`config.mk`:
```
export PLATFORM = sky130hd
export DESIGN_NAME = fsm_core_scheduler
export DESIGN_NICKNAME = d
export VERILOG_FILES = /design/src/rtl/fsm_core_scheduler.sv
export SDC_FILE = /design/constraint.sdc
export NUM_CORES = 1
export LEC_CHECK = 0
export CORE_UTILIZATION = 40
export CTS_CLUSTER_DIAMETER = 50
export CTS_CLUSTER_SIZE = 16
export DETAILED_ROUTE_END_ITERATION = 6
export HOLD_SLACK_MARGIN = 0.02
export PLACE_DENSITY = 0.73
export SLEW_MARGIN = 25
export SYNTH_ARGS = -nofsm -noshare
export SYNTH_HDL_FRONTEND = slang
export SYNTH_SLANG_ARGS = --single-unit
```
`constraint.sdc`:
```
create_clock -name Clock -period 2.5 [get_ports Clock]
set_clock_uncertainty 0.2 [all_clocks]
set_input_delay 0.5 -clock Clock [delete_from_list [all_inputs] [get_ports Clock]]
set_output_delay 0.5 -clock Clock [all_outputs]
set_load 0.03 [all_outputs]
```
`src/rtl/fsm_core_scheduler.sv`:
```
// Round-robin scheduler sharing one 2-bit-input Moore FSM core between four requesters.
// Each grant pulses the core's reset, streams the winner's symbols and returns tagged responses.
module fsm_core_scheduler #(
    parameter logic [3:0] BURST_MAX = 4'd8,
    parameter logic [1:0] IDLE_SYM  = 2'b00
) (
    input  logic       Clock,
    input  logic       Reset,
    input  logic [3:0] Req,
    input  logic [7:0] Sym,
    output logic [3:0] Gnt,
    output logic [3:0] Ack,
    output logic       Resp_Valid,
    output logic       Resp,
    output logic [1:0] Resp_Id,
    output logic       Busy,
    output logic [1:0] Core_Data_In,
    output logic       Core_Reset,
    input  logic       Core_Data_Out,
    output logic [1:0] dbg_state
);

    typedef enum logic [1:0] {
        ST_IDLE  = 2'd0,
        ST_CLR   = 2'd1,
        ST_DRIVE = 2'd2
    } state_t;

    state_t     state_q, state_d;
    logic [1:0] win_q, win_d;
    logic [3:0] gnt_q, gnt_d;
    logic [1:0] ptr_q, ptr_d;
    logic [3:0] cnt_q, cnt_d;
    logic       core_rst_q, core_rst_d;
    logic       ack_dly_q, ack_dly_d;
    logic [1:0] id_dly_q, id_dly_d;
    logic       resp_valid_q, resp_valid_d;
    logic       resp_q, resp_d;
    logic [1:0] resp_id_q, resp_id_d;

    logic       arb_found;
    logic [1:0] arb_idx;
    logic [1:0] arb_probe;
    logic       req_w;
    logic [1:0] sym_w;
    logic       consume;
    logic       burst_done;

    // First requesting index at or after the rr pointer, wrapping 3 -> 0.
    always_comb begin
        arb_found = 1'b0;
        arb_idx   = ptr_q;
        arb_probe = ptr_q;
        for (int k = 0; k < 4; k++) begin
            arb_probe = ptr_q + 2'(k);
            if (!arb_found && Req[arb_probe]) begin
                arb_found = 1'b1;
                arb_idx   = arb_probe;
            end
        end
    end

    // Handshake: in DRIVE, Req[w] is the valid for Sym[w]; Ack[w] is its combinational
    // echo and marks that symbol consumed this cycle. Dropping Req[w] ends the grant.
    assign req_w      = Req[win_q];
    assign sym_w      = Sym[{win_q, 1'b0} +: 2];
    assign consume    = (state_q == ST_DRIVE) && req_w;
    assign burst_done = (cnt_q + 4'd1) == BURST_MAX;

    always_ff @(posedge Clock or negedge Reset) begin
        if (!Reset) begin
            state_q <= ST_IDLE;
        end else begin
            state_q <= state_d;
        end
    end

    always_comb begin
        state_d = state_q;
        case (state_q)
            ST_IDLE:  if (arb_found) state_d = ST_CLR;
            ST_CLR:   state_d = ST_DRIVE;
            ST_DRIVE: if (!req_w || burst_done) state_d = ST_IDLE;
            default:  state_d = ST_IDLE;
        endcase
    end

    always_comb begin
        win_d = win_q;
        gnt_d = gnt_q;
        ptr_d = ptr_q;
        cnt_d = cnt_q;
        case (state_q)
            ST_IDLE: begin
                if (arb_found) begin
                    win_d = arb_idx;
                    gnt_d = 4'b0001 << arb_idx;
                end
            end
            ST_CLR: cnt_d = '0;
            ST_DRIVE: begin
                if (consume) cnt_d = cnt_q + 4'd1;
                if (state_d == ST_IDLE) begin
                    gnt_d = '0;
                    ptr_d = win_q + 2'd1;
                end
            end
            default: gnt_d = '0;
        endcase
        core_rst_d = (state_d == ST_CLR);
    end

    always_comb begin
        Ack          = '0;
        Core_Data_In = IDLE_SYM;
        if (consume) begin
            Ack[win_q]   = 1'b1;
            Core_Data_In = sym_w;
        end
    end

    // The core answers one cycle after taking a symbol; capture that answer one cycle later.
    always_comb begin
        ack_dly_d    = consume;
        id_dly_d     = consume ? win_q : id_dly_q;
        resp_valid_d = ack_dly_q;
        resp_d       = ack_dly_q ? Core_Data_Out : resp_q;
        resp_id_d    = ack_dly_q ? id_dly_q : resp_id_q;
    end

    always_ff @(posedge Clock or negedge Reset) begin
        if (!Reset) begin
            win_q        <= '0;
            gnt_q        <= '0;
            ptr_q        <= '0;
            cnt_q        <= '0;
            core_rst_q   <= 1'b1;
            ack_dly_q    <= 1'b0;
            id_dly_q     <= '0;
            resp_valid_q <= 1'b0;
            resp_q       <= 1'b0;
            resp_id_q    <= '0;
        end else begin
            win_q        <= win_d;
            gnt_q        <= gnt_d;
            ptr_q        <= ptr_d;
            cnt_q        <= cnt_d;
            core_rst_q   <= core_rst_d;
            ack_dly_q    <= ack_dly_d;
            id_dly_q     <= id_dly_d;
            resp_valid_q <= resp_valid_d;
            resp_q       <= resp_d;
            resp_id_q    <= resp_id_d;
        end
    end

    assign Gnt        = gnt_q;
    assign Busy       = (state_q == ST_CLR) || (state_q == ST_DRIVE);
    assign Core_Reset = core_rst_q;
    assign Resp_Valid = resp_valid_q;
    assign Resp       = resp_q;
    assign Resp_Id    = resp_id_q;
    assign dbg_state  = state_q;

    a_gnt_onehot: assert property (@(posedge Clock) disable iff (!Reset) $onehot0(gnt_q));
    a_ack_in_gnt: assert property (@(posedge Clock) disable iff (!Reset) (Ack & ~gnt_q) == 4'b0000);

endmodule

```
==> reports/summary.txt, run 1 <==
Final Critical Period = 2.42 ns
r2r endpoint = ptr_q[0]$_DFFE_PN0P_
Die H = 60.2 microns
Slew Viols, Final = 0
vias per inst = 4.95
Net Sw Frac = 0.418
clk root buf = clkbuf_4
Residual DRC = 0
share of layout cells above drive strength 1 = 0.325
reg2reg setup slack = 0.20 ns
Hold Path Class = reg2reg
Switching Power = 879 uW
Critical Path AT = 1.72 ns
cell leakage power = 0.000844 uW
Worst Setup End Kind = primary output
final non-filler cell area = 1870 sq um
Hold EP = Resp_Valid$_DFF_PN0_
Max Root-Sink Buffers = 2
Setup CP Type = in2out
vias in the first global route = 1065
status = finished, final reports clean
register share of total power = 0.310
Setup WS post-layout = 0.0774 ns
antenna diode count = 0
YS warnings = 0
Placed Instances = 205
clk slew on worst S/H paths = 0.11 ns
Total Nets Final = 194
clock share of power = 0.091
first-pass GRT wire length = 4.62 mm
Initial Utilization = 0.433
CTS tree = yes
Worst-Skew Late Latency = 0.30 ns
IO Pins = 33
Syn Area/Cell = 11.1 sq um
Rel. slew slack = 0.618
syn nets = 146
FMAX = 0.413 GHz
RSZ-0062 raised after global routing = false
die area = 3620 sq um
htree depth = 1
Hold Violations, Final = 0
# rows = 20
drt wl/cell = 12.8 microns
FF-to-FF path depth = 9
cells after synthesis = 122
Remaining Overflow, GRT = 0
commonest cells after routing, fill and taps aside = clkdlybuf4s50_1 (21), buf_4 (21), dfrtp_1 (19)
Slew @ Worst Pin = 0.567 ns
Post-Place Setup Slack = -0.208 ns
Netlist cell types = 39
ANT nets after route = 0
Core Footprint = 3130 sq um
Critical Path RT = 1.80 ns
# setup viols final = 0
Max Cap Violations = 0
TritonCTS buffer count = 3
# port buffers = 32
Critical Path Max Stage Delay = 0.50 ns
drt first pass iters = 4
Netlist Area Pre-Place = 1350 sq um
Slowest cell on crit path = mux4_1
Non-Filler Instances = 213
wire length on met2 = 1.38 mm
Cell Pwr Density = 1130 nW/um^2
fraction of power consumed by combinational cells = 0.599
crit-path cells = clkdlybuf4s50_1 > mux4_1 > and2_4 > buf_4
worst hold start = ack_dly_q$_DFF_PN0_
GRT Resource Usage Total = 0.173
crit-path max FO = 1
Starting DRT DRC Count = 22
post-synthesis sequential area ratio = 0.408
antenna violations before repair = 0
WL met1 = 1.22 mm
max layer used = met4
worst r2r src = dbg_state[0]$_DFF_PN0_
hpwl dp = 2.16 mm
placed inst area = 1780 sq um
die width = 60.2 microns
Startpoint Class = input port
Int Pwr = 1220 uW
routed wl met3 = 96 microns
Hold-fix buffers, CTS = 0
Worst VDD drop = 564 uV
final WL = 2.72 mm
final period utilization = 0.969
Hold Path Depth = 0
CTS sink cnt = 22
Placer Congestion = 0.732
vias post-DR = 1055
area grow syn2layout = 37.9%
largest net degree at the start of global routing = 23
Synth Register Bits = 22
==> registers in the layout (all words and copies together), names as in the netlist <==
name        cells
Gnt             4
cnt_q           4
Resp_Id         2
dbg_state       2
id_dly_q        2
ptr_q           2
win_q           2
Core_Reset      1
Resp            1
Resp_Valid      1
ack_dly_q       1
==> metrics by stage <==
| step | util | hold slack, ns | TNS (ns) | power, uW |
|---|---|---|---|---|
| after global routing | 0.597 | 0.296 | 0 | 2270 |
| after floorplan | - | 0.00441 | 0 | 1460 |
| after CTS | 0.588 | 0.277 | 0 | 2090 |
| final | 0.597 | 0.266 | 0 | 2100 |
| after global placement | 0.568 | 0.237 | -1.48 | 1840 |
| after detailed placement | 0.568 | 0.249 | -2.13 | 1870 |
==> metal layers <==
metal	track usage	vias to the layer above
li1	-	533
met1	0.205	491
met2	0.305	27
met3	0.0368	4
met4	0.0598	0
met5	0	-
==> synthesized netlist by cell type <==
master,number,area share
o31ai_4,1,0.016
dfstp_2,1,0.019
xor2_1,1,0.0065
o22a_2,1,0.0074
and2_1,6,0.028
mux2_1,2,0.017
a21oi_1,4,0.015
nand2b_1,4,0.018
inv_2,1,0.0028
a221oi_1,1,0.0065
o41ai_2,1,0.012
o21ai_2,1,0.0065
nor4_1,1,0.0046
nor3b_1,2,0.011
inv_1,7,0.019
and3_1,2,0.0092
ha_1,9,0.083
dfrtp_1,21,0.39
o221ai_1,1,0.0065
a211o_1,1,0.0065
o31ai_1,1,0.0055
buf_2,1,0.0037
a21bo_2,1,0.0074
nand2_1,11,0.030
o31a_1,1,0.0065
mux4_1,2,0.039
nor2_1,1,0.0028
o221a_2,1,0.0083
mux2i_1,3,0.022
mux2_2,8,0.067
a2bb2oi_1,1,0.0065
o211ai_4,1,0.016
buf_6,2,0.017
nand3b_1,2,0.011
nor3b_2,1,0.0092
clkbuf_1,1,0.0028
o21ai_0,9,0.033
nand3_1,3,0.011
nor2b_1,4,0.018
==> power by group through the flow <==
stage | logic, uW | registers [uW] | clock network (uW)
2_1_floorplan | 700 | 757 | 0
3_3_place_gp | 1190 | 648 | 0
3_5_place_dp | 1210 | 658 | 0
4_1_cts | 1240 | 650 | 205
5_1_grt | 1380 | 677 | 215
6_report | 1260 | 652 | 191
==> cell families after synthesis <==
kind of cell | Yosys count | share of synthesized area
simple gates | 37 | 0.154
compound gates | 26 | 0.159
flops | 22 | 0.408
mux | 15 | 0.144
buf+inv | 12 | 0.0453
fa+ha+maj | 9 | 0.0832
xor+xnor | 1 | 0.00647
==> area by class of cell <==
type	count	area [sq um]
Fill cell	270	1260
Multi-Input combinational cell	88	772
Sequential cell	22	554
Timing Repair Buffer	47	412
Tap cell	44	55.1
Inverter	8	37.5
Clock buffer	4	36.3
==> how the worst max path moves through the flow <==
stage                                 from                   end  slack (ns)  cells past startpoint
floorplan           dbg_state[1]$_DFF_PN0_                Ack[1]        0.03                      7
global placement                    Req[2]    Gnt[2]$_DFFE_PN0P_       -0.13                      7
detailed placement                  Req[2]  ptr_q[0]$_DFFE_PN0P_       -0.21                      7
CTS                 dbg_state[0]$_DFF_PN0_                Ack[2]        0.05                      7
global route          win_q[0]$_DFFE_PN0P_                Ack[2]        0.01                      5
finish                              Sym[2]       Core_Data_In[0]        0.08                      4
==> worst max-delay path, delay by kind of cell <==
kind | cells | cell delay, ns
multiplexers | 1 | 0.50
buffers and inverters | 2 | 0.56
AND/OR/NAND/NOR | 1 | 0.17
==> timing repair <==
action,4_1_cts,5_1_grt
resized for setup,10,4
setup endpoints to repair,7,4
buffers inserted,2,2
gates cloned,0,0
pin swaps,1,1
Note: power is estimated with default switching activity, not from simulation.
==> run 2: changes to the inputs <==
--- a/config.mk
+++ b/config.mk
@@ -6,6 +6,7 @@
 export NUM_CORES = 1
 export LEC_CHECK = 0
 export CORE_UTILIZATION = 40
+export CTS_BUF_LIST = sky130_fd_sc_hd__clkbuf_16
 export CTS_CLUSTER_DIAMETER = 50
 export CTS_CLUSTER_SIZE = 16
 export DETAILED_ROUTE_END_ITERATION = 6
==> run 2 against run 1 <==
Worst setup slack unchanged. Sequential power increased by 2%. Wire length increased by 2.0%. Utilization increased by 0.68 points. Largest power group unchanged. Fmax unchanged. Via count increased by 0.38%. Cell area increased by 1.1%. Largest cell class unchanged. Critical path type unchanged. Sequential share of layout area decreased by 0.33 points.
==> reports/summary.txt, run 2 (synthesized netlist as in run 1, its figures left out) <==
Hold Path Depth = 0 (unchanged)
cell leakage power = 0.000856 uW (+1.4%)
Worst-Skew Late Latency = 0.25 ns (-0.05 ns)
Worst path top cell family by delay = buffers and inverters
final period utilization = 0.969 (unchanged)
largest net degree at the start of global routing = 23 (unchanged)
Max Cap Violations = 0 (unchanged)
Non-Filler Instances = 210 (-1.4%)
crit-path max FO = 1 (unchanged)
worst hold start = ack_dly_q$_DFF_PN0_
FF-to-FF path depth = 9 (unchanged)
Total Nets Final = 191 (-1.5%)
vias post-DR = 1059 (+0.38%)
commonest cells after routing, fill and taps aside = clkdlybuf4s50_1 (21), dfrtp_1 (19), buf_4 (18)
CP Depth = 4 (unchanged)
ANT nets after route = 0 (unchanged)
met1 Use GR = 0.210 (+0.00514)
die area = 3620 sq um (unchanged)
antenna violations before repair = 0 (unchanged)
hpwl dp = 2.16 mm (unchanged)
clk root buf = clkbuf_16
Final Critical Period = 2.42 ns (unchanged)
Critical Path AT = 1.72 ns (about the same)
area grow syn2layout = 39.5%
hold slack = 0.254 ns (-0.0113 ns)
# setup viols final = 0 (unchanged)
Initial Utilization = 0.433 (unchanged)
Remaining Overflow, GRT = 0 (unchanged)
placed inst area = 1780 sq um (unchanged)
Residual DRC = 0 (unchanged)
FMAX = 0.413 GHz (unchanged)
RSZ-0062 raised after global routing = false
Slew Viols, Final = 0 (unchanged)
status = finished, final reports clean
Setup CP Type = in2out
GRT met3 Usage = 0.0303 (-0.00649)
final non-filler cell area = 1890 sq um (+1.1%)
Max Root-Sink Buffers = 2 (unchanged)
vias per inst = 5.04 (+1.8%)
Rel. slew slack = 0.616 (-0.00163)
TritonCTS buffer count = 3 (unchanged)
Starting DRT DRC Count = 11 (-50%)
# rows = 20 (unchanged)
Worst Setup End Kind = primary output
reg2reg setup slack = 0.14 ns (-0.06 ns)
Placed Instances = 205 (unchanged)
share of layout cells above drive strength 1 = 0.307 (-0.0182)
Core Footprint = 3130 sq um (unchanged)
# port buffers = 32 (unchanged)
antenna diode count = 0 (unchanged)
Critical Path Max Stage Delay = 0.50 ns (about the same)
met2 Use GR = 0.312 (+0.00785)
drt first pass iters = 4 (unchanged)
Worst VDD drop = 674 uV (+20%)
Critical Path RT = 1.80 ns (about the same)
IO Pins = 33 (unchanged)
CP bufs+invs = 2 (unchanged)
Die H = 60.2 microns (unchanged)
worst r2r src = dbg_state[0]$_DFF_PN0_
first-pass GRT wire length = 4.74 mm (+2.7%)
Slowest cell on crit path = mux4_1
drt wl/cell = 13.2 microns (+3.5%)
Hold Violations, Final = 0 (unchanged)
GRT Resource Usage Total = 0.175 (+0.00265)
final WL = 2.77 mm (+2.0%)
Hold Path Class = reg2reg
CTS tree = yes
Slew @ Worst Pin = 0.570 ns (+0.00243 ns)
Startpoint Class = input port
die width = 60.2 microns (unchanged)
Placer Congestion = 0.732 (unchanged)
clk slew on worst S/H paths = 0.06 ns (-0.05 ns)
htree depth = 1 (unchanged)
CTS sink cnt = 22 (unchanged)
commonest non-fill, non-tap cell in the layout = clkdlybuf4s50_1
crit path from = Sym[2]
Cell Pwr Density = 1180 nW/um^2 (+4.6%)
GRT busiest layer = met2
vias in the first global route = 1101 (+3.4%)
crit-path cells = clkdlybuf4s50_1 > mux4_1 > and2_4 > buf_4
==> run 2: changes by cell type in the layout (fill, tap and decap cells not counted) <==
cell and delta:
buf_4 -3, clkbuf_16 +3, clkbuf_4 -3, clkbuf_8 -1, clkinv_1 +1, clkinv_4 -1, dlygate4sd2_1 -1, dlymetal6s2s_1 +1
inv_4 +1
==> run 2: cell type report <==
| type | count | area (sq um) |
|---|---|---|
| Tap cell | 44 | 55.1 |
| Multi-Input combinational cell | 88 | 772 |
| Fill cell | 269 | 1240 |
| Timing Repair Buffer | 44 | 393 |
| Inverter | 8 | 35.0 |
| Clock buffer | 3 | 75.1 |
| Sequential cell | 22 | 554 |
| Clock inverter | 1 | 3.75 |
==> run 2: worst paths after layout <==
kind                                             end
max in group asynchronous       Core_Reset$_DFF_PN1_
worst min-delay path            Resp_Valid$_DFF_PN0_
worst max-delay path                 Core_Data_In[0]
worst max register to register  ptr_q[0]$_DFFE_PN0P_
worst min register to register  Resp_Valid$_DFF_PN0_
min in group asynchronous       Resp_Valid$_DFF_PN0_
==> run 2: where the power goes <==
part           internal, uW  switching [uW]  total (uW)
Combinational           610             620        1230
Sequential              509             157         666
Clock                   213             115         328
==> run 2: timing repair <==
| action | CTS | global route |
|---|---|---|
| resized for setup | 10 | 3 |
| hold buffers | 0 | 0 |
| setup endpoints to repair | 6 | 5 |
| setup buffers | 1 | 0 |
| pin swaps | 1 | 0 |
==> run 2: routing by layer <==
layer  part of all wire  up-vias
li1                   -      526
met1               0.44      507
met2               0.52       24
met3              0.032        2
met4             0.0058        0
met5                  0        -
==> run 2: per-stage QoR <==
stage | worst slack (ns) | utilization | setup TNS (ns) | total power (uW)
CTS | 0.0184 | 0.602 | 0 | 2240
global placement | -0.128 | 0.568 | -1.48 | 1840
floorplan | 0.0307 | - | 0 | 1460
finish | 0.0774 | 0.604 | 0 | 2220
detailed placement | -0.208 | 0.568 | -2.13 | 1870
global route | 0.00528 | 0.604 | 0 | 2390
==> run 3: changes to the inputs <==
--- a/config.mk
+++ b/config.mk
@@ -5,6 +5,7 @@
 export SDC_FILE = /design/constraint.sdc
 export NUM_CORES = 1
 export LEC_CHECK = 0
+export CAP_MARGIN = 20
 export CORE_UTILIZATION = 40
 export CTS_BUF_LIST = sky130_fd_sc_hd__clkbuf_16
 export CTS_CLUSTER_DIAMETER = 50
==> results of run 3 <==
Same layout as run 2: the final DEF is identical, and so are final timing and power.
==> RTL edit, RTL diff (settings of run 3) <==
Put one more register stage on the output `dbg_state`, cleared by the reset. The value now appears one clock later. The other outputs are not delayed to match.
--- a/src/rtl/fsm_core_scheduler.sv
+++ b/src/rtl/fsm_core_scheduler.sv
@@ -162,3 +162,9 @@
     assign Resp_Id    = resp_id_q;
-    assign dbg_state  = state_q;
+    always_ff @(posedge Clock or negedge Reset) begin
+        if (!Reset) begin
+            dbg_state <= '0;
+        end else begin
+            dbg_state <= state_q;
+        end
+    end
 
Function: changed (a bounded check fails within 4 cycles, from zero or initial values and one cycle with Reset low).
==> RTL edit against run 3 <==
- register-to-register slack got worse by 30 ps
- total power decreased by 3.8%
- area after synthesis increased by 4.3%
- routed wire length increased by 9.4%
- worst setup slack improved by 2.6 ps
- via count increased by 2.5%
- sequential share of layout area increased by 1.6 points
- utilization decreased by 2.5 points
- combinational power decreased by 9.8%
- cell count increased by 3.3%
- final area increased by 3.1%
- sequential cell count increased by 2
- critical endpoint is now ptr_q[0]$_DFFE_PN0P_
==> RTL edit: results (changes against run 3) <==
| Metric | Value |
|---|---|
| Top post-synthesis cells by area | dfrtp_1, ha_1, mux2_4, mux2_2, o21ai_0 (was dfrtp_1, ha_1, mux2_2, mux4_1, o21ai_0) |
| Status | finished, final reports clean (unchanged) |
| Post-Synthesis Cells | 126 (was 122) |
| Final nets | 196 (was 191) |
| Total track usage | 18.06% (was 17.53%) |
| Starting DRT DRC Count | 16 (was 11) |
| Wire length on met2 | 1607 um (was 1456 um) |
| Critical path's slowest cell | o41ai_2 (was mux4_1) |
| Crit path arrival time | 2350 ps (was 1720 ps) |
| Met1 Wirelength | 1331 um (was 1212 um) |
| Dpl cells | 212 (was 205) |
| Area after DPL | 1838 um2 (was 1778 um2) |
| Reg2Reg Setup Slack | 110 ps (was 140 ps) |
| Largest net degree at the start of global routing | 16 (was 23) |
| Layout cell share with drive strength beyond 1 | 25.73% (was 30.72%) |
| Synth top cells by count | dfrtp_1, inv_1 (was dfrtp_1, nand2_1, ha_1, o21ai_0, mux2_2) |
| Per-cell routed wire length | 13.99 um (was 13.21 um) |
| Via density | 5.000 (was 5.043) |
| Routability congestion estimate | 0.7545 (was 0.7316) |
| Tmin final | 2420 ps (was 2423 ps) |
| Area of the multi-input gates | 767.0 um2 (was 772.0 um2) |
| Routed wl met3 | 83 um (was 89 um) |
| First-pass GRT wire length | 5071 um (was 4740 um) |
| DP HPWL | 2345 um (was 2157 um) |
| CP max stage delay | 430 ps (was 500 ps) |
| Crit path max fanout | 7 (was 1) |
| Post-Layout Cell Count | 217 (was 210) |
| Yosys cell types | 37 (was 39) |
| Fin Hold WS | 255.2 ps (was 254.2 ps) |
| Register area share after synthesis | 42.60% (was 40.76%) |
| Vias in the first global route | 1,126 (was 1,101) |
| Placement Setup Slack | -189.1 ps (was -208.3 ps) |
| Lkg Pwr | 0.9024 nW (was 0.8563 nW) |
| Buffers on Ports | 32 (unchanged) |
[RTL edit: cell types whose count changed after synthesis, sizes merged, moves of 3 or more]
cell / delta
nor2: +8
nand2b: -4
nor3: +3
nor3b: -3
[RTL edit: timing repair]
| item | in CTS | in global routing |
|---|---|---|
| buffers inserted | 1 | 0 |
| pin swaps | 1 | 0 |
| resized for setup | 1 | 7 |
| setup endpoints to repair | 6 | 12 |
[RTL edit: logic make-up after synthesis]
kind of cell	synth area share [%]
AO/OA/AOI/OAI	17.18
adder cells (fa/ha/maj)	7.972
AND/OR/NAND/NOR	13.37
flip-flops	42.60
multiplexers	14.79
buffers and inverters	4.074
[RTL edit: power by group]
| group | leakage, nW | switching [mW] | internal (mW) |
|---|---|---|---|
| clock | 0.0385 | 0.131 | 0.213 |
| sequential | 0.308 | 0.145 | 0.536 |
| combinational | 0.555 | 0.560 | 0.555 |
[RTL edit: layout make-up]
class / count / area share [%]
multi-input combinational: 89 / 39.40
sequential: 24 / 30.98
timing repair buffer: 44 / 20.69
clock buffer: 3 / 3.856
tap: 46 / 2.956
inverter: 10 / 1.928
clock inverter: 1 / 0.1928
[RTL edit: final timing paths]
check	from	end	cells after the start
min reg2reg	ack_dly_q$_DFF_PN0_	Resp_Valid$_DFF_PN0_	0
min in group asynchronous	Reset	state_q[0]$_DFF_PN0_	1
max in group asynchronous	Reset	win_q[0]$_DFFE_PN0P_	2
max reg2reg	state_q[0]$_DFF_PN0_	ptr_q[0]$_DFFE_PN0P_	8
min	ack_dly_q$_DFF_PN0_	Resp_Valid$_DFF_PN0_	0
max	Req[1]	ptr_q[0]$_DFFE_PN0P_	7
[RTL edit: metal layers]
layer	vias to the layer above	global-route usage, %
met4	0	3.810
met3	2	2.941
li1	538	-
met2	20	32.14
met5	-	0
met1	525	23.21
